**config.mk**
```make
export PLATFORM = sky130hd
export DESIGN_NAME = sgpr_retire_arbiter_flat
export DESIGN_NICKNAME = d
export VERILOG_FILES = /design/src/rtl/sgpr_retire_arbiter_pkg.sv /design/src/rtl/sgpr_retire_arbiter_if.sv /design/src/rtl/sgpr_retire_arbiter_fifo.sv /design/src/rtl/sgpr_retire_arbiter.sv /design/src/flat_wrapper.sv
export SDC_FILE = /design/constraint.sdc
export NUM_CORES = 1
export LEC_CHECK = 0
export ABC_CLOCK_PERIOD_IN_PS = 16000
export CAP_MARGIN = 25
export CORE_MARGIN = 8
export CORE_UTILIZATION = 55
export CTS_CLUSTER_SIZE = 20
export DETAILED_ROUTE_END_ITERATION = 16
export PLACE_DENSITY = 0.76
export SKIP_LAST_GASP = 1
export SYNTH_ARGS = -nofsm -noshare
export SYNTH_HDL_FRONTEND = slang
export SYNTH_SLANG_ARGS = --single-unit
export TNS_END_PERCENT = 50
```
**constraint.sdc**
```tcl
create_clock -name clk -period 16 [get_ports clk]
set_input_delay 3.2 -clock clk [delete_from_list [all_inputs] [get_ports clk]]
set_output_delay 3.2 -clock clk [all_outputs]
set_load 0.005 [all_outputs]
```
**src/rtl/sgpr_retire_arbiter_pkg.sv**
```systemverilog
// rtl/sgpr_retire_arbiter_pkg.sv - shared definitions for the SGPR retire arbiter
package sgpr_retire_arbiter_pkg;

    // Retire-entry field widths
    localparam int SGPR_ADDR_LENGTH = 9;
    localparam int WFID_LENGTH      = 6;
    localparam int MASK_W           = 4;

    // Word masks a retire event may carry
    localparam logic [MASK_W-1:0] MASK_1W = 4'b0001;
    localparam logic [MASK_W-1:0] MASK_2W = 4'b0011;
    localparam logic [MASK_W-1:0] MASK_4W = 4'b1111;

    // Source encodings, also the round-robin search order
    localparam logic [1:0] SRC_SALU = 2'd0;
    localparam logic [1:0] SRC_VALU = 2'd1;
    localparam logic [1:0] SRC_LSU  = 2'd2;
    localparam int         NUM_SRC  = 3;

    // Four-word writes only come from scalar loads, so only LSU may use MASK_4W
    function automatic logic mask_legal(input logic [MASK_W-1:0] m, input logic allow_4w);
        return (m == MASK_1W) || (m == MASK_2W) || (allow_4w && (m == MASK_4W));
    endfunction

    // Next source in the SALU -> VALU -> LSU -> SALU ring
    function automatic logic [1:0] src_next(input logic [1:0] s);
        return (s == SRC_LSU) ? SRC_SALU : s + 2'd1;
    endfunction

endpackage

```
**src/rtl/sgpr_retire_arbiter_if.sv**
```systemverilog
// rtl/sgpr_retire_arbiter_if.sv - retire event inputs, retired operand output and status flags
interface sgpr_retire_arbiter_if
    import sgpr_retire_arbiter_pkg::*;
#(
    parameter int SGPR_ADDR_W = SGPR_ADDR_LENGTH,
    parameter int WFID_W      = WFID_LENGTH
);
    logic                   salu_retire_valid;
    logic [WFID_W-1:0]      salu_retire_wfid;
    logic [SGPR_ADDR_W-1:0] salu_retire_addr;
    logic [MASK_W-1:0]      salu_retire_mask;
    logic                   valu_retire_valid;
    logic [WFID_W-1:0]      valu_retire_wfid;
    logic [SGPR_ADDR_W-1:0] valu_retire_addr;
    logic [MASK_W-1:0]      valu_retire_mask;
    logic                   lsu_retire_valid;
    logic [WFID_W-1:0]      lsu_retire_wfid;
    logic [SGPR_ADDR_W-1:0] lsu_retire_addr;
    logic [MASK_W-1:0]      lsu_retire_mask;
    logic                   retired_ready;
    logic                   retired_valid;
    logic [WFID_W-1:0]      retired_wfid;
    logic [SGPR_ADDR_W-1:0] retired_operand_addr;
    logic [MASK_W-1:0]      retired_operand_mask;
    logic                   salu_fifo_full;
    logic                   valu_fifo_full;
    logic                   lsu_fifo_full;
    logic                   overflow_err;
    logic                   mask_err;

    // Producers and the consumer drive the event inputs and ready
    modport master (
        output salu_retire_valid, salu_retire_wfid, salu_retire_addr, salu_retire_mask,
        output valu_retire_valid, valu_retire_wfid, valu_retire_addr, valu_retire_mask,
        output lsu_retire_valid, lsu_retire_wfid, lsu_retire_addr, lsu_retire_mask,
        output retired_ready,
        input  retired_valid, retired_wfid, retired_operand_addr, retired_operand_mask,
        input  salu_fifo_full, valu_fifo_full, lsu_fifo_full, overflow_err, mask_err
    );

    // The arbiter consumes events and presents the retired operand
    modport slave (
        input  salu_retire_valid, salu_retire_wfid, salu_retire_addr, salu_retire_mask,
        input  valu_retire_valid, valu_retire_wfid, valu_retire_addr, valu_retire_mask,
        input  lsu_retire_valid, lsu_retire_wfid, lsu_retire_addr, lsu_retire_mask,
        input  retired_ready,
        output retired_valid, retired_wfid, retired_operand_addr, retired_operand_mask,
        output salu_fifo_full, valu_fifo_full, lsu_fifo_full, overflow_err, mask_err
    );
endinterface

```
**src/rtl/sgpr_retire_arbiter_fifo.sv**
```systemverilog
// rtl/sgpr_retire_arbiter_fifo.sv - per-source retire event FIFO
module sgpr_retire_fifo #(
    parameter int WIDTH = 19,
    parameter int DEPTH = 4
) (
    input  logic             clk,
    input  logic             rst,
    input  logic             push,
    input  logic             pop,
    input  logic [WIDTH-1:0] din,
    output logic [WIDTH-1:0] dout,
    output logic             empty,
    output logic             full
);
    localparam int PTR_W = $clog2(DEPTH);
    localparam int CNT_W = PTR_W + 1;

    logic [WIDTH-1:0] mem_q [DEPTH];
    logic [WIDTH-1:0] mem_d [DEPTH];
    logic [PTR_W-1:0] wr_ptr_q, wr_ptr_d, rd_ptr_q, rd_ptr_d;
    logic [CNT_W-1:0] count_q, count_d;
    logic             do_push, do_pop;

    assign full    = (count_q == CNT_W'(DEPTH));
    assign empty   = (count_q == '0);
    assign dout    = mem_q[rd_ptr_q];
    assign do_push = push && !full;
    assign do_pop  = pop && !empty;

    // Next-state for storage, pointers (wrap modulo DEPTH) and occupancy
    always_comb begin
        mem_d    = mem_q;
        wr_ptr_d = wr_ptr_q;
        rd_ptr_d = rd_ptr_q;
        count_d  = count_q;
        if (do_push) begin
            mem_d[wr_ptr_q] = din;
            wr_ptr_d        = wr_ptr_q + PTR_W'(1);
        end
        if (do_pop) begin
            rd_ptr_d = rd_ptr_q + PTR_W'(1);
        end
        case ({do_push, do_pop})
            2'b10:   count_d = count_q + CNT_W'(1);
            2'b01:   count_d = count_q - CNT_W'(1);
            default: count_d = count_q;
        endcase
    end

    // State registers, cleared by reset
    always_ff @(posedge clk or posedge rst) begin
        if (rst) begin
            for (int i = 0; i < DEPTH; i++) mem_q[i] <= '0;
            wr_ptr_q <= '0;
            rd_ptr_q <= '0;
            count_q  <= '0;
        end else begin
            mem_q    <= mem_d;
            wr_ptr_q <= wr_ptr_d;
            rd_ptr_q <= rd_ptr_d;
            count_q  <= count_d;
        end
    end
endmodule

```
**src/rtl/sgpr_retire_arbiter.sv**
```systemverilog
// rtl/sgpr_retire_arbiter.sv - buffers SALU/VALU/LSU SGPR retire events and emits one per cycle
module sgpr_retire_arbiter
    import sgpr_retire_arbiter_pkg::*;
#(
    parameter int SGPR_ADDR_W = SGPR_ADDR_LENGTH,
    parameter int WFID_W      = WFID_LENGTH,
    parameter int FIFO_DEPTH  = 4
) (
    input logic                   clk,
    input logic                   rst,
    sgpr_retire_arbiter_if.slave  bus
);
    localparam int ENTRY_W = WFID_W + SGPR_ADDR_W + MASK_W;

    logic [NUM_SRC-1:0] src_valid, src_legal, push_vec, pop_vec, full_vec, empty_vec;
    logic [ENTRY_W-1:0] src_entry [NUM_SRC];
    logic [ENTRY_W-1:0] fifo_dout [NUM_SRC];
    logic [1:0]         cand [NUM_SRC];
    logic [1:0]         grant_src;
    logic               grant_any, slot_free, load;

    logic [1:0]             rr_q, rr_d;
    logic                   valid_q, valid_d;
    logic [WFID_W-1:0]      wfid_q, wfid_d;
    logic [SGPR_ADDR_W-1:0] addr_q, addr_d;
    logic [MASK_W-1:0]      mask_q, mask_d;
    logic                   overflow_err_q, overflow_err_d, mask_err_q, mask_err_d;

    // Gather the three sources into indexable vectors and qualify their masks
    always_comb begin
        src_valid = {bus.lsu_retire_valid, bus.valu_retire_valid, bus.salu_retire_valid};
        src_entry[SRC_SALU] = {bus.salu_retire_wfid, bus.salu_retire_addr, bus.salu_retire_mask};
        src_entry[SRC_VALU] = {bus.valu_retire_wfid, bus.valu_retire_addr, bus.valu_retire_mask};
        src_entry[SRC_LSU]  = {bus.lsu_retire_wfid,  bus.lsu_retire_addr,  bus.lsu_retire_mask};
        src_legal[SRC_SALU] = src_valid[SRC_SALU] && mask_legal(bus.salu_retire_mask, 1'b0);
        src_legal[SRC_VALU] = src_valid[SRC_VALU] && mask_legal(bus.valu_retire_mask, 1'b0);
        src_legal[SRC_LSU]  = src_valid[SRC_LSU]  && mask_legal(bus.lsu_retire_mask, 1'b1);
        push_vec = src_legal & ~full_vec;
    end

    for (genvar s = 0; s < NUM_SRC; s++) begin : g_fifo
        sgpr_retire_fifo #(.WIDTH(ENTRY_W), .DEPTH(FIFO_DEPTH)) u_fifo (
            .clk   (clk),
            .rst   (rst),
            .push  (push_vec[s]),
            .pop   (pop_vec[s]),
            .din   (src_entry[s]),
            .dout  (fifo_dout[s]),
            .empty (empty_vec[s]),
            .full  (full_vec[s])
        );
    end

    // Round-robin search from the pointer; descending loop leaves the first hit as winner
    always_comb begin
        cand[0]   = rr_q;
        cand[1]   = src_next(rr_q);
        cand[2]   = src_next(cand[1]);
        grant_any = 1'b0;
        grant_src = rr_q;
        for (int i = NUM_SRC - 1; i >= 0; i--) begin
            if (!empty_vec[cand[i]]) begin
                grant_any = 1'b1;
                grant_src = cand[i];
            end
        end
        slot_free = !valid_q || bus.retired_ready;
        load      = slot_free && grant_any;
        for (int i = 0; i < NUM_SRC; i++) pop_vec[i] = load && (grant_src == 2'(i));
    end

    // Output slot, round-robin pointer and sticky error flags
    always_comb begin
        rr_d           = rr_q;
        valid_d        = valid_q;
        wfid_d         = wfid_q;
        addr_d         = addr_q;
        mask_d         = mask_q;
        overflow_err_d = overflow_err_q || (|(src_legal & full_vec));
        mask_err_d     = mask_err_q || (|(src_valid & ~src_legal));
        if (load) begin
            valid_d                  = 1'b1;
            {wfid_d, addr_d, mask_d} = fifo_dout[grant_src];
            rr_d                     = src_next(grant_src);
        end else if (slot_free) begin
            valid_d = 1'b0;
        end
    end

    // Registered state with asynchronous clear
    always_ff @(posedge clk or posedge rst) begin
        if (rst) begin
            rr_q           <= SRC_SALU;
            valid_q        <= 1'b0;
            wfid_q         <= '0;
            addr_q         <= '0;
            mask_q         <= '0;
            overflow_err_q <= 1'b0;
            mask_err_q     <= 1'b0;
        end else begin
            rr_q           <= rr_d;
            valid_q        <= valid_d;
            wfid_q         <= wfid_d;
            addr_q         <= addr_d;
            mask_q         <= mask_d;
            overflow_err_q <= overflow_err_d;
            mask_err_q     <= mask_err_d;
        end
    end

    assign bus.retired_valid        = valid_q;
    assign bus.retired_wfid         = wfid_q;
    assign bus.retired_operand_addr = addr_q;
    assign bus.retired_operand_mask = mask_q;
    assign bus.salu_fifo_full       = full_vec[SRC_SALU];
    assign bus.valu_fifo_full       = full_vec[SRC_VALU];
    assign bus.lsu_fifo_full        = full_vec[SRC_LSU];
    assign bus.overflow_err         = overflow_err_q;
    assign bus.mask_err             = mask_err_q;
endmodule

```
**src/flat_wrapper.sv**
```systemverilog
// flat-port wrapper written by rule: the top's interface ports become plain ports
module sgpr_retire_arbiter_flat import sgpr_retire_arbiter_pkg::*;
#(
    parameter int SGPR_ADDR_W = SGPR_ADDR_LENGTH,
    parameter int WFID_W      = WFID_LENGTH,
    parameter int FIFO_DEPTH  = 4
)
  (clk, rst, bus_salu_retire_valid, bus_salu_retire_wfid, bus_salu_retire_addr, bus_salu_retire_mask, bus_valu_retire_valid, bus_valu_retire_wfid, bus_valu_retire_addr, bus_valu_retire_mask, bus_lsu_retire_valid, bus_lsu_retire_wfid, bus_lsu_retire_addr, bus_lsu_retire_mask, bus_retired_ready, bus_retired_valid, bus_retired_wfid, bus_retired_operand_addr, bus_retired_operand_mask, bus_salu_fifo_full, bus_valu_fifo_full, bus_lsu_fifo_full, bus_overflow_err, bus_mask_err);
  sgpr_retire_arbiter_if #(.SGPR_ADDR_W(SGPR_ADDR_W), .WFID_W(WFID_W)) bus_i ();
  input logic clk;
  input logic rst;
  input wire logic [$bits(bus_i.salu_retire_valid)-1:0] bus_salu_retire_valid;
  input wire logic [$bits(bus_i.salu_retire_wfid)-1:0] bus_salu_retire_wfid;
  input wire logic [$bits(bus_i.salu_retire_addr)-1:0] bus_salu_retire_addr;
  input wire logic [$bits(bus_i.salu_retire_mask)-1:0] bus_salu_retire_mask;
  input wire logic [$bits(bus_i.valu_retire_valid)-1:0] bus_valu_retire_valid;
  input wire logic [$bits(bus_i.valu_retire_wfid)-1:0] bus_valu_retire_wfid;
  input wire logic [$bits(bus_i.valu_retire_addr)-1:0] bus_valu_retire_addr;
  input wire logic [$bits(bus_i.valu_retire_mask)-1:0] bus_valu_retire_mask;
  input wire logic [$bits(bus_i.lsu_retire_valid)-1:0] bus_lsu_retire_valid;
  input wire logic [$bits(bus_i.lsu_retire_wfid)-1:0] bus_lsu_retire_wfid;
  input wire logic [$bits(bus_i.lsu_retire_addr)-1:0] bus_lsu_retire_addr;
  input wire logic [$bits(bus_i.lsu_retire_mask)-1:0] bus_lsu_retire_mask;
  input wire logic [$bits(bus_i.retired_ready)-1:0] bus_retired_ready;
  output wire logic [$bits(bus_i.retired_valid)-1:0] bus_retired_valid;
  output wire logic [$bits(bus_i.retired_wfid)-1:0] bus_retired_wfid;
  output wire logic [$bits(bus_i.retired_operand_addr)-1:0] bus_retired_operand_addr;
  output wire logic [$bits(bus_i.retired_operand_mask)-1:0] bus_retired_operand_mask;
  output wire logic [$bits(bus_i.salu_fifo_full)-1:0] bus_salu_fifo_full;
  output wire logic [$bits(bus_i.valu_fifo_full)-1:0] bus_valu_fifo_full;
  output wire logic [$bits(bus_i.lsu_fifo_full)-1:0] bus_lsu_fifo_full;
  output wire logic [$bits(bus_i.overflow_err)-1:0] bus_overflow_err;
  output wire logic [$bits(bus_i.mask_err)-1:0] bus_mask_err;
  assign bus_i.salu_retire_valid = bus_salu_retire_valid;
  assign bus_i.salu_retire_wfid = bus_salu_retire_wfid;
  assign bus_i.salu_retire_addr = bus_salu_retire_addr;
  assign bus_i.salu_retire_mask = bus_salu_retire_mask;
  assign bus_i.valu_retire_valid = bus_valu_retire_valid;
  assign bus_i.valu_retire_wfid = bus_valu_retire_wfid;
  assign bus_i.valu_retire_addr = bus_valu_retire_addr;
  assign bus_i.valu_retire_mask = bus_valu_retire_mask;
  assign bus_i.lsu_retire_valid = bus_lsu_retire_valid;
  assign bus_i.lsu_retire_wfid = bus_lsu_retire_wfid;
  assign bus_i.lsu_retire_addr = bus_lsu_retire_addr;
  assign bus_i.lsu_retire_mask = bus_lsu_retire_mask;
  assign bus_i.retired_ready = bus_retired_ready;
  assign bus_retired_valid = bus_i.retired_valid;
  assign bus_retired_wfid = bus_i.retired_wfid;
  assign bus_retired_operand_addr = bus_i.retired_operand_addr;
  assign bus_retired_operand_mask = bus_i.retired_operand_mask;
  assign bus_salu_fifo_full = bus_i.salu_fifo_full;
  assign bus_valu_fifo_full = bus_i.valu_fifo_full;
  assign bus_lsu_fifo_full = bus_i.lsu_fifo_full;
  assign bus_overflow_err = bus_i.overflow_err;
  assign bus_mask_err = bus_i.mask_err;
  sgpr_retire_arbiter #(.SGPR_ADDR_W(SGPR_ADDR_W), .WFID_W(WFID_W), .FIFO_DEPTH(FIFO_DEPTH)) u_core (.clk(clk), .rst(rst), .bus(bus_i));
endmodule
```
==> metrics.md, run 1 <==
| Metric | Value |
|---|---|
| Status | finished clean |
| First-pass GRT wire length | 43,100 um |
| # rows | 55 |
| Synth Area in Compound Gates | 3.390% |
| Syn Nets | 862 |
| GRT Total Usage | 19.40% |
| Hold crit path type | reg -> reg |
| Cell chain of the critical path | clkdlybuf4s50_1 > and3_2 > o211ai_4 > nor2_8 > inv_1 > ha_1 > inv_1 > fa_1 > xor2_1 > nor2_1 > xor2_1 |
| Synthesized cell area | 12,400 sq um |
| Sequential Power Share | 42.1% |
| Synth Register Bits | 273 |
| Htree depth | 1 |
| DRT iter0 DRCs | 380 |
| Setup Viol. Count Final | 0 |
| Largest net degree at the start of global routing | 98 |
| Met3 WL | 1200 um |
| Setup repair after global routing missed its margin | false |
| Power per Cell Area | 193.8 nW/um^2 |
| DRT Pass-1 Iters | 4 |
| Layout Cells excl Fill | 1,185 |
| PortBufs | 87 |
| Via-per-instance ratio | 5.880 |
| Net count, final | 958 |
| Top Layer Used | met4 |
| Syn_area_per_cell | 15.88 sq um |
| Fill count | 1,555 |
| CP peak stage delay | 0.58 ns |
| DRC | 0 |
| Post-synthesis sequential area ratio | 55.08% |
| Buffer depth of the longest clock path | 3 |
| Critical Path RT | 16.47 ns |
| CP Max Fanout | 10 |
| Synth Area in Adders | 1.998% |
| Post-synth ARST share | 100.0% |
| Syn Inst Count | 781 |
| Crit end category | flip-flop |
| WP data arrival | 5.65 ns |
| Switch Pwr | 0.0008638 W |
| Peak VDD IR | 0.0001054 V |
| Placed Cells | 1,128 |
| DR WL/cell | 22.34 um |
| DIE AREA | 27,610 sq um |
| CTS Hold Bufs | 0 |
| Worst setup margin | 10.82 ns |
| Overall via count from detail_route | 6,968 |
| Number of global-route vias before repair | 7,907 |
| TritonCTS buffer count | 29 |
| Combinational power share | 33.9% |
| Starting Density | 55.45% |
| LEAKAGE | 6.639 nW |
| Setup WS pre-CTS | 9.529 ns |
| Synth warn | 0 |
| Crit-path leading delay family | buffers and inverters |
| Internal | 0.001954 W |
| Ranking of synthesized cells by area | dfrtp_1, mux2_2, mux4_2 |
| Clk Latency, worst-skew pair | 0.54 ns |
| Io pins | 88 |
| EDFF count, synth | 0 |
| Share of the synthesized area in the top cell type | 55.08% |
| WL met2 | 13,020 um |
| Area growth, synth to finish | 17.22% |
| Dominant combinational cell family by area after synthesis | multiplexers |
| Final worst-path cycle share | 32.39% |
| Post-Synth XOR/XNOR Area | 1.271% |
| Post-Route WL | 26,470 um |
| Clock root buffer master | clkbuf_16 |
| Slew margin rel. | 29.53% |
| Worst-path clk slew | 0.06 ns |
| Simple-Gate Fraction of Synth Area | 4.631% |
| Critical path type | in -> reg |
| Post-CTS Setup Inserts | 0 |
| Post-CTS resize count | 0 |
| Clock Power Share | 24.0% |
| Die span in x | 166.2 um |
| CORE AREA | 22,370 sq um |
| Final slew viol count | 0 |
| MaxCap Viol Count | 0 |
| CP max stage cell | clkdlybuf4s50_1 |
| Mux contribution to synthesized area | 31.30% |
| Top-count cell post-synth | dfrtp_1 |
| Synth cell types | 51 |
| Vert. Die Dim | 166.2 um |
| Setup tns final | 0 ns |
| Total congestion overflow | 0 |
| CTS tree | built |
| Switching fraction of total power | 30.65% |
| M1 wire length | 11,630 um |
| Post-synth top area cell | dfrtp_1 |
| Antenna violations before repair | 0 |
| Critical path startpoint category | input pin |
| Top cells by count, synth | dfrtp_1, mux2_2, mux4_2, mux2_4, inv_1 |
| Ys flop type | dfrtp_1 |
| Final hold viol count | 0 |
| RePlAce Congestion | 0.7636 |
| Routed Antenna Nets | 0 |
| Final worst path period need | 5.182 ns |
| Clock sink count | 273 |
| Diode count | 0 |
| Share of cells above drive strength 1 | 37.89% |
| CP bufs+invs | 3 |
| Worst-Margin Slew | 1.057 ns |
| Clk_skew | 0.007343 ns |
| Max Clk Rate | 193.0 MHz |
| Detailed placer's ending HPWL | 17,590 um |
worst paths after layout:
kind	from	endpoint	slack, ns	depth (start not counted)
worst max-delay path	bus_lsu_retire_mask[2]	u_core.g_fifo[2].u_fifo.count_q[2]$_DFFE_PP0P_	10.82	11
worst min-delay path	u_core.g_fifo[2].u_fifo.mem_q[19]$_DFFE_PP0P_	u_core.g_fifo[2].u_fifo.mem_q[19]$_DFFE_PP0P_	0.47	1
worst max register to register	u_core.g_fifo[2].u_fifo.count_q[0]$_DFFE_PP0P_	u_core.g_fifo[1].u_fifo.count_q[2]$_DFFE_PP0P_	12.95	11
worst min register to register	u_core.g_fifo[2].u_fifo.mem_q[19]$_DFFE_PP0P_	u_core.g_fifo[2].u_fifo.mem_q[19]$_DFFE_PP0P_	0.47	1
max in group asynchronous	rst	u_core.g_fifo[0].u_fifo.rd_ptr_q[1]$_DFFE_PP0P_	10.96	6
min in group asynchronous	rst	u_core.g_fifo[1].u_fifo.mem_q[73]$_DFFE_PP0P_	3.16	2
power by group through the flow:
stage          Sequential [W]  Clock [W]  Combinational (W)
2_1_floorplan         0.00110          0           0.000755
3_3_place_gp          0.00116          0           0.000912
3_5_place_dp          0.00120          0           0.000949
4_1_cts               0.00119   0.000691           0.000958
5_1_grt               0.00122   0.000716            0.00104
6_report              0.00119   0.000676           0.000956
per-stage QoR:
step                      total power [W]  cell area (sq um)  utilization (%)  hold slack [ns]
after detailed placement         0.002147              13490            60.32           0.4515
after CTS                        0.002837              14470            64.69           0.4663
after floorplan                  0.001857              12400                -           0.4287
after global placement           0.002077              13490            60.32           0.4443
after global routing             0.002971              14540            65.00           0.4738
final                            0.002818              14540            65.00           0.4661
layout by cell type, fill, tap and decap left out, types with 10 or more instances in the layout:
master / netlist / final
mux2_2: 164 / 164
o21ai_1: 18 / 18
and2_1: 18 / 18
inv_1: 22 / 21
mux4_2: 57 / 57
dfrtp_1: 273 / 273
xor2_1: 11 / 11
clkdlybuf4s50_1: 0 / 87
mux2_4: 36 / 36
clkbuf_16: 0 / 29
nand2b_1: 12 / 12
mux2i_1: 21 / 21
nand2_1: 13 / 13
ha_1: 15 / 15
a22oi_1: 19 / 19
nor2_1: 10 / 10
flip-flops by register name (all words and copies together) (netlist names), 2 cells and up:
register / flops
u_core.g_fifo.u_fifo.mem_q: 228
u_core.g_fifo.u_fifo.rd_ptr_q: 6
u_core.bus.retired_wfid: 6
u_core.rr_q: 2
u_core.g_fifo.u_fifo.count_q: 9
u_core.g_fifo.u_fifo.wr_ptr_q: 6
u_core.bus.retired_operand_mask: 4
u_core.bus.retired_operand_addr: 9
metal layers:
| metal | track usage (%) | up-vias |
|---|---|---|
| li1 | - | 3050 |
| met1 | 25.56 | 3709 |
| met4 | 5.534 | 0 |
| met2 | 32.44 | 162 |
| met3 | 3.661 | 47 |
| met5 | 0 | - |
logic make-up after synthesis:
| group | count (synthesis) |
|---|---|
| muxes | 278 |
| xor gates and xnor gates | 18 |
| DFF | 273 |
| AOI/OAI and AO/OA | 57 |
| adders and majority gates | 18 |
| buffers and inverters | 55 |
| and+or+nand+nor | 82 |
area by class of cell:
| type | instances | area [sq um] | area share (%) |
|---|---|---|---|
| Clock buffer | 46 | 879.6 | 6.050 |
| Tap cell | 285 | 356.6 | 2.453 |
| Multi-Input combinational cell | 453 | 5281 | 36.33 |
| Timing Repair Buffer | 98 | 1001 | 6.885 |
| Inverter | 22 | 90.09 | 0.6197 |
| Clock inverter | 8 | 97.59 | 0.6713 |
| Sequential cell | 273 | 6832 | 46.99 |
No activity file was read; power rests on OpenSTA's default activity.
==> inputs of run 2 (changes only) <==
- ABC_CLOCK_PERIOD_IN_PS: 16000 -> 4900
- clock period: 16 -> 4.9 ns (I/O delays scaled with it)
==> run 2 against run 1 <==
Effect of this change:
- die area did not move
- utilization down 0.40 points
- register-to-register slack lost 11 ns
- critical path type unchanged
- largest power group unchanged
==> metrics.md, run 2 (synthesized netlist as in run 1, its figures left out) <==
| Metric | Value |
|---|---|
| Design area | 14,450 sq um (was 14,540 sq um) |
| Post-CTS resize count | 0 (unchanged) |
| GRT Total Usage | 19.06% (was 19.40%) |
| Post-Route WL | 25,940 um (was 26,470 um) |
| CP bufs+invs | 3 (unchanged) |
| First-pass GRT wire length | 42,460 um (was 43,100 um) |
| Total congestion overflow | 0 (unchanged) |
| Number of global-route vias before repair | 7,768 (was 7,907) |
| Io pins | 88 (unchanged) |
| Crit end category | flip-flop (unchanged) |
| Detailed placer's ending HPWL | 17,540 um (was 17,590 um) |
| Slew margin rel. | 29.53% (about the same) |
| Die span in x | 166.2 um (unchanged) |
| RePlAce Congestion | 0.8251 (was 0.7636) |
| Starting Density | 55.45% (unchanged) |
| Worst reg2reg path startpoint | u_core.g_fifo[2].u_fifo.count_q[0]$_DFFE_PP0P_ (unchanged) |
| Final hold slack | 0.4691 ns (was 0.4661 ns) |
| Internal | 0.006265 W (was 0.001954 W) |
| Combinational power share | 33.3% (was 33.9%) |
| Power per Cell Area | 628.4 nW/um^2 (was 193.8 nW/um^2) |
| DRT iter0 DRCs | 411 (was 380) |
| CP max stage cell | clkdlybuf4s50_1 (unchanged) |
| Critical Path RT | 5.35 ns (was 16.47 ns) |
| Final slew viol count | 0 (unchanged) |
| Htree depth | 1 (unchanged) |
| Max Clk Rate | 325.4 MHz |
| Setup repair after global routing missed its margin | false (unchanged) |
| Largest net degree at the start of global routing | 174 (was 98) |
| DRC | 0 (unchanged) |
| Clock root buffer master | clkbuf_16 (unchanged) |
| Diode count | 0 (unchanged) |
| Register bank with the most flops | u_core.g_fifo.u_fifo.mem_q (unchanged) |
| Reg-to-reg critical path endpoint | u_core.g_fifo[1].u_fifo.count_q[2]$_DFFE_PP0P_ (unchanged) |
| Final worst-path cycle share | 62.72% |
| TritonCTS buffer count | 28 (was 29) |
| Share of cells above drive strength 1 | 38.19% (was 37.89%) |
| Sequential Power Share | 43.4% (was 42.1%) |
| Peak VDD IR | 0.0003216 V (was 0.0001054 V) |
| DR WL/cell | 22.02 um (was 22.34 um) |
| Switch Pwr | 0.002815 W (was 0.0008638 W) |
| LEAKAGE | 6.588 nW (was 6.639 nW) |
| CP peak stage delay | 0.46 ns (was 0.58 ns) |
| Clk_skew | 0.02455 ns (was 0.007343 ns) |
| Worst-path clk slew | 0.06 ns (about the same) |
| Number of flip-flops under the largest register name | 228 (unchanged) |
| DIE AREA | 27,610 sq um (unchanged) |
| Critical path type | in -> reg (unchanged) |
| PortBufs | 87 (unchanged) |
| Hold Crit Depth | 1 (unchanged) |
| Hold_sp | u_core.g_fifo[0].u_fifo.mem_q[38]$_DFFE_PP0P_ (was u_core.g_fifo[2].u_fifo.mem_q[19]$_DFFE_PP0P_) |
| # rows | 55 (unchanged) |
| Clock Power Share | 23.3% (was 24.0%) |
| Critical path startpoint category | input pin (unchanged) |
| Switching fraction of total power | 31.01% (was 30.65%) |
| Setup Viol. Count Final | 0 (unchanged) |
| Layout Cells excl Fill | 1,178 (was 1,185) |
| Vert. Die Dim | 166.2 um (unchanged) |
| Worst-Margin Slew | 1.057 ns (about the same) |
| Finished Core Util | 64.60% (was 65.00%) |
| Routed Antenna Nets | 0 (unchanged) |
| CTS tree | built (unchanged) |
| MaxCap Viol Count | 0 (unchanged) |
| Placed Cells | 1,127 (was 1,128) |
| Cell chain of the critical path | clkdlybuf4s50_1 > nor2b_1 > nor2_1 > o211ai_1 > buf_4 > nor2_1 > ha_1 > inv_1 > fa_1 > xor2_1 > nor2_1 > xor2_1 (was clkdlybuf4s50_1 > and3_2 > o211ai_4 > nor2_8 > inv_1 > ha_1 > inv_1 > fa_1 > xor2_1 > nor2_1 > xor2_1) |
| CP dominant cell by count | nor2_1 |
| DRT Pass-1 Iters | 4 (unchanged) |
| Overall via count from detail_route | 6,895 (was 6,968) |
| Worst-case reg-to-reg path depth | 11 (unchanged) |
| Hold crit path type | reg -> reg (unchanged) |
| Buffer depth of the longest clock path | 3 (unchanged) |
| Net count, final | 953 (was 958) |
| Clk Latency, worst-skew pair | 0.55 ns (was 0.54 ns) |
| Post-CTS Setup Inserts | 0 (unchanged) |
| Final worst path period need | 3.073 ns |
| CP Max Fanout | 21 (was 10) |
| Commonest cells after routing, fill and taps aside | dfrtp_1, mux2_2, clkdlybuf4s50_1, mux4_2, mux2_4 (unchanged) |
| Via-per-instance ratio | 5.853 (was 5.880) |
| CORE AREA | 22,370 sq um (unchanged) |
| Antenna violations before repair | 0 (unchanged) |
| Placed cell area | 13,510 sq um (was 13,490 sq um) |
| Status | finished clean (unchanged) |
| Area growth, synth to finish | 16.51% (was 17.22%) |
| Worst R2R Setup Slack | 1.91 ns (was 12.95 ns) |
| Hold EP | u_core.g_fifo[0].u_fifo.mem_q[38]$_DFFE_PP0P_ (was u_core.g_fifo[2].u_fifo.mem_q[19]$_DFFE_PP0P_) |
| Clock sink count | 273 (unchanged) |
| Final hold viol count | 0 (unchanged) |
| WP data arrival | 3.52 ns (was 5.65 ns) |
| CTS Hold Bufs | 0 (unchanged) |
| Setup tns final | 0 ns (unchanged) |
| Most common cell after layout, fill and taps aside | dfrtp_1 (unchanged) |
| Crit-path leading delay family | buffers and inverters (unchanged) |
## run 2: cell types whose count changed in the layout (fill, tap and decap cells not counted), sizes merged
cell	before	now
buf	11	7
bufinv	2	0
clkbuf	46	42
clkinv	4	6
clkinvlp	0	2
inv	24	23
## run 2: how the worst max path moves through the flow
stage,slack [ns],endpoint,cells past startpoint,from
after floorplan,0.31,u_core.bus.mask_err$_DFF_PP0_,1,rst
after global placement,1.43,u_core.g_fifo[2].u_fifo.count_q[2]$_DFFE_PP0P_,11,bus_lsu_retire_mask[2]
after detailed placement,1.33,u_core.g_fifo[2].u_fifo.count_q[2]$_DFFE_PP0P_,11,bus_lsu_retire_mask[2]
after CTS,1.85,u_core.g_fifo[0].u_fifo.count_q[2]$_DFFE_PP0P_,12,bus_retired_ready
after global routing,1.67,u_core.g_fifo[1].u_fifo.count_q[2]$_DFFE_PP0P_,11,u_core.g_fifo[2].u_fifo.count_q[0]$_DFFE_PP0P_
final,1.83,u_core.g_fifo[0].u_fifo.count_q[2]$_DFFE_PP0P_,12,bus_retired_ready
## run 2: area by class of cell
type | count | area, sq um
timing repair buffer | 94 | 948.4
sequential | 273 | 6833
clock inverter | 9 | 70.07
clock buffer | 42 | 873.3
multi-input combinational | 453 | 5281
inverter | 22 | 86.33
tap | 285 | 356.6
fill | 1532 | 7916
## run 2: power groups by stage
stage,combinational (W),sequential (W),clock (W)
after CTS,0.00306,0.00393,0.00216
after detailed placement,0.00303,0.00397,0
after global placement,0.00290,0.00386,0
final,0.00303,0.00394,0.00211
after global routing,0.00328,0.00406,0.00225
after floorplan,0.00247,0.00360,0
## run 2: worst reg2reg max path, delay by kind of cell (launching register included)
family,cells,cell delay (ns)
adders and majority gates,2,0.57
AOI/OAI and AO/OA,1,0.20
DFF,1,0.46
xor gates and xnor gates,2,0.31
buffers and inverters,2,0.44
and+or+nand+nor,4,0.95
## run 2: through the flow
step	power [W]	worst slack, ns
final	0.009080	1.827
after global routing	0.009585	1.672
after CTS	0.009149	1.854
after detailed placement	0.007003	1.332
after global placement	0.006766	1.427
after floorplan	0.006063	0.3106
## run 2: routing by layer
metal  global-route usage (%)  vias up  wire [um]
li1                         -     3040          -
met1                    24.72     3670      11230
met2                    32.29      141      12890
met3                    3.423       44       1122
met4                    5.810        0        699
met5                        0        -          0
==> inputs of run 3 (changes only) <==
- ABC_CLOCK_PERIOD_IN_PS: 4900 -> 3200
- clock period: 4.9 -> 3.2 ns (I/O delays scaled with it)
==> run 3 against run 2 <==
Effect of this change:
- routed wire length down 0.23%
- die area did not move
- largest cell class unchanged
- combinational power increased by 56%
- sequential share of layout area grew 0.069 points
- critical path type is now reg -> reg
==> metrics.md, run 3 (synthesized netlist as in run 1, its figures left out) <==
| Metric | Value |
|---|---|
| Setup Viol. Count Final | 0 (unchanged) |
| TritonCTS buffer count | 29 (was 28) |
| Most common cell after layout, fill and taps aside | dfrtp_1 (unchanged) |
| Final hold viol count | 0 (unchanged) |
| Via-per-instance ratio | 5.810 (was 5.853) |
| DR WL/cell | 21.88 um (was 22.02 um) |
| Clk Latency, worst-skew pair | 0.54 ns (was 0.55 ns) |
| Power per Cell Area | 955.7 nW/um^2 (was 628.4 nW/um^2) |
| WP data arrival | 3.05 ns (was 3.52 ns) |
| Slew margin rel. | 31.44% (was 29.53%) |
| # rows | 55 (unchanged) |
| Layout Cells excl Fill | 1,183 (was 1,178) |
| Post-CTS resize count | 0 (unchanged) |
| Buffer depth of the longest clock path | 3 (unchanged) |
| Worst R2R Setup Slack | 0.60 ns (was 1.91 ns) |
| Crit end category | flip-flop (unchanged) |
| Io pins | 88 (unchanged) |
| Switching fraction of total power | 30.81% (was 31.01%) |
| Design area | 14,430 sq um (was 14,450 sq um) |
| RePlAce Congestion | 0.7794 (was 0.8251) |
| Largest net degree at the start of global routing | 150 (was 174) |
| Diode count | 0 (unchanged) |
| Max Clk Rate | 384.9 MHz |
| CORE AREA | 22,370 sq um (unchanged) |
| DRT Pass-1 Iters | 4 (unchanged) |
| Die span in x | 166.2 um (unchanged) |
| Starting Density | 55.45% (unchanged) |
| Commonest cells after routing, fill and taps aside | dfrtp_1, mux2_2, clkdlybuf4s50_1, mux4_2, mux2_4 (unchanged) |
| Sequential Power Share | 43.0% (was 43.4%) |
| Status | finished clean (unchanged) |
| Hold crit path type | reg -> reg (unchanged) |
| Critical path startpoint category | flip-flop (was input pin) |
| DRT iter0 DRCs | 420 (was 411) |
| MaxCap Viol Count | 0 (unchanged) |
| Post-Route WL | 25,880 um (was 25,940 um) |
| Vert. Die Dim | 166.2 um (unchanged) |
| Number of global-route vias before repair | 7,876 (was 7,768) |
| Clock root buffer master | clkbuf_16 (unchanged) |
| Critical path type | reg -> reg (was in -> reg) |
| Detailed placer's ending HPWL | 17,510 um (was 17,540 um) |
| GRT Total Usage | 19.06% (about the same) |
| Final worst-path cycle share | 81.19% |
| Internal | 0.009538 W (was 0.006265 W) |
| Number of flip-flops under the largest register name | 228 (unchanged) |
| Clock sink count | 273 (unchanged) |
| Placed cell area | 13,540 sq um (was 13,510 sq um) |
| DRC | 0 (unchanged) |
| DIE AREA | 27,610 sq um (unchanged) |
| First-pass GRT wire length | 42,490 um (was 42,460 um) |
| Peak VDD IR | 0.0004375 V (was 0.0003216 V) |
| Net count, final | 959 (was 953) |
| Share of cells above drive strength 1 | 37.42% (was 38.19%) |
| Total congestion overflow | 0 (unchanged) |
| Worst-Margin Slew | 1.028 ns (was 1.057 ns) |
| LEAKAGE | 6.580 nW (was 6.588 nW) |
| Antenna violations before repair | 0 (unchanged) |
| Clock Power Share | 22.6% (was 23.3%) |
| Combinational power share | 34.4% (was 33.3%) |
| Critical Path RT | 3.65 ns (was 5.35 ns) |
| Total power | 0.01379 W (was 0.009080 W) |
| Final worst path period need | 2.598 ns |
| CTS tree | built (unchanged) |
| Setup repair after global routing missed its margin | false (unchanged) |
| Final slew viol count | 0 (unchanged) |
| CTS Hold Bufs | 0 (unchanged) |
| Htree depth | 1 (unchanged) |
| CP Max Fanout | 6 (was 21) |
| Switch Pwr | 0.004248 W (was 0.002815 W) |
| Area growth, synth to finish | 16.31% (was 16.51%) |
| Clk_skew | 0.01794 ns (was 0.02455 ns) |
| Fill count | 1,591 (was 1,532) |
| Overall via count from detail_route | 6,873 (was 6,895) |
| Post-CTS Setup Inserts | 0 (unchanged) |
| Register bank with the most flops | u_core.g_fifo.u_fifo.mem_q (unchanged) |
| Placed Cells | 1,132 (was 1,127) |
| Routed Antenna Nets | 0 (unchanged) |
| PortBufs | 87 (unchanged) |
| Worst-path clk slew | 0.06 ns (about the same) |
run 3: worst max-delay path, stage by stage (launching register included):
cell      delay, ns
dfrtp_1        0.45
nor3_4         0.37
nand4b_2       0.18
a31oi_4        0.23
and2_1         0.21
ha_1           0.20
inv_1          0.06
fa_1           0.38
xor2_1         0.15
nor2_1         0.13
xor2_1         0.16
run 3: layout make-up:
type | count | area, sq um | area share (%)
clock buffer | 43 | 808.3 | 5.603
clock inverter | 8 | 75.07 | 0.5204
inverter | 22 | 86.33 | 0.5985
multi-input combinational | 453 | 5281 | 36.61
sequential | 273 | 6832 | 47.36
tap | 285 | 356.6 | 2.472
timing repair buffer | 99 | 985.9 | 6.835
run 3: routing by layer:
metal / vias to the layer above / routed length (um) / track usage, % / part of all wire (%)
li1: 3054 / - / - / -
met1: 3680 / 11270 / 24.18 / 44
met2: 108 / 13240 / 33.67 / 51
met3: 31 / 836 / 2.924 / 3.2
met4: 0 / 540 / 4.980 / 2.1
met5: - / 0 / 0 / 0
run 3: worst paths after layout:
| path | startpoint | endpoint | cells after the start |
|---|---|---|---|
| worst max-delay path | u_core.g_fifo[2].u_fifo.count_q[0]$_DFFE_PP0P_ | u_core.g_fifo[1].u_fifo.count_q[2]$_DFFE_PP0P_ | 10 |
| worst min-delay path | u_core.g_fifo[1].u_fifo.mem_q[19]$_DFFE_PP0P_ | u_core.g_fifo[1].u_fifo.mem_q[19]$_DFFE_PP0P_ | 1 |
| worst max register to register | u_core.g_fifo[2].u_fifo.count_q[0]$_DFFE_PP0P_ | u_core.g_fifo[1].u_fifo.count_q[2]$_DFFE_PP0P_ | 10 |
| worst min register to register | u_core.g_fifo[1].u_fifo.mem_q[19]$_DFFE_PP0P_ | u_core.g_fifo[1].u_fifo.mem_q[19]$_DFFE_PP0P_ | 1 |
| max in group asynchronous | rst | u_core.g_fifo[2].u_fifo.mem_q[68]$_DFFE_PP0P_ | 3 |
| min in group asynchronous | rst | u_core.g_fifo[1].u_fifo.mem_q[54]$_DFFE_PP0P_ | 3 |
run 3: per-stage QoR:
step                      TNS, ns  setup slack [ns]  hold slack [ns]  util [%]
after CTS                       0            0.5755           0.4646     64.50
after detailed placement        0            0.2799           0.4469     60.55
after floorplan           -286.49            -1.049           0.4287         -
after global placement          0            0.3574           0.4436     60.55
final                           0            0.6020           0.4602     64.50
after global routing            0            0.4601           0.4792     64.50
run 3: power by group through the flow:
stage,clock (W),sequential [W],combinational (W)
3_3_place_gp,0,0.00581,0.00458
3_5_place_dp,0,0.00597,0.00478
4_1_cts,0.00318,0.00593,0.00481
5_1_grt,0.00334,0.00611,0.00513
2_1_floorplan,0,0.00551,0.00377
6_report,0.00311,0.00593,0.00474
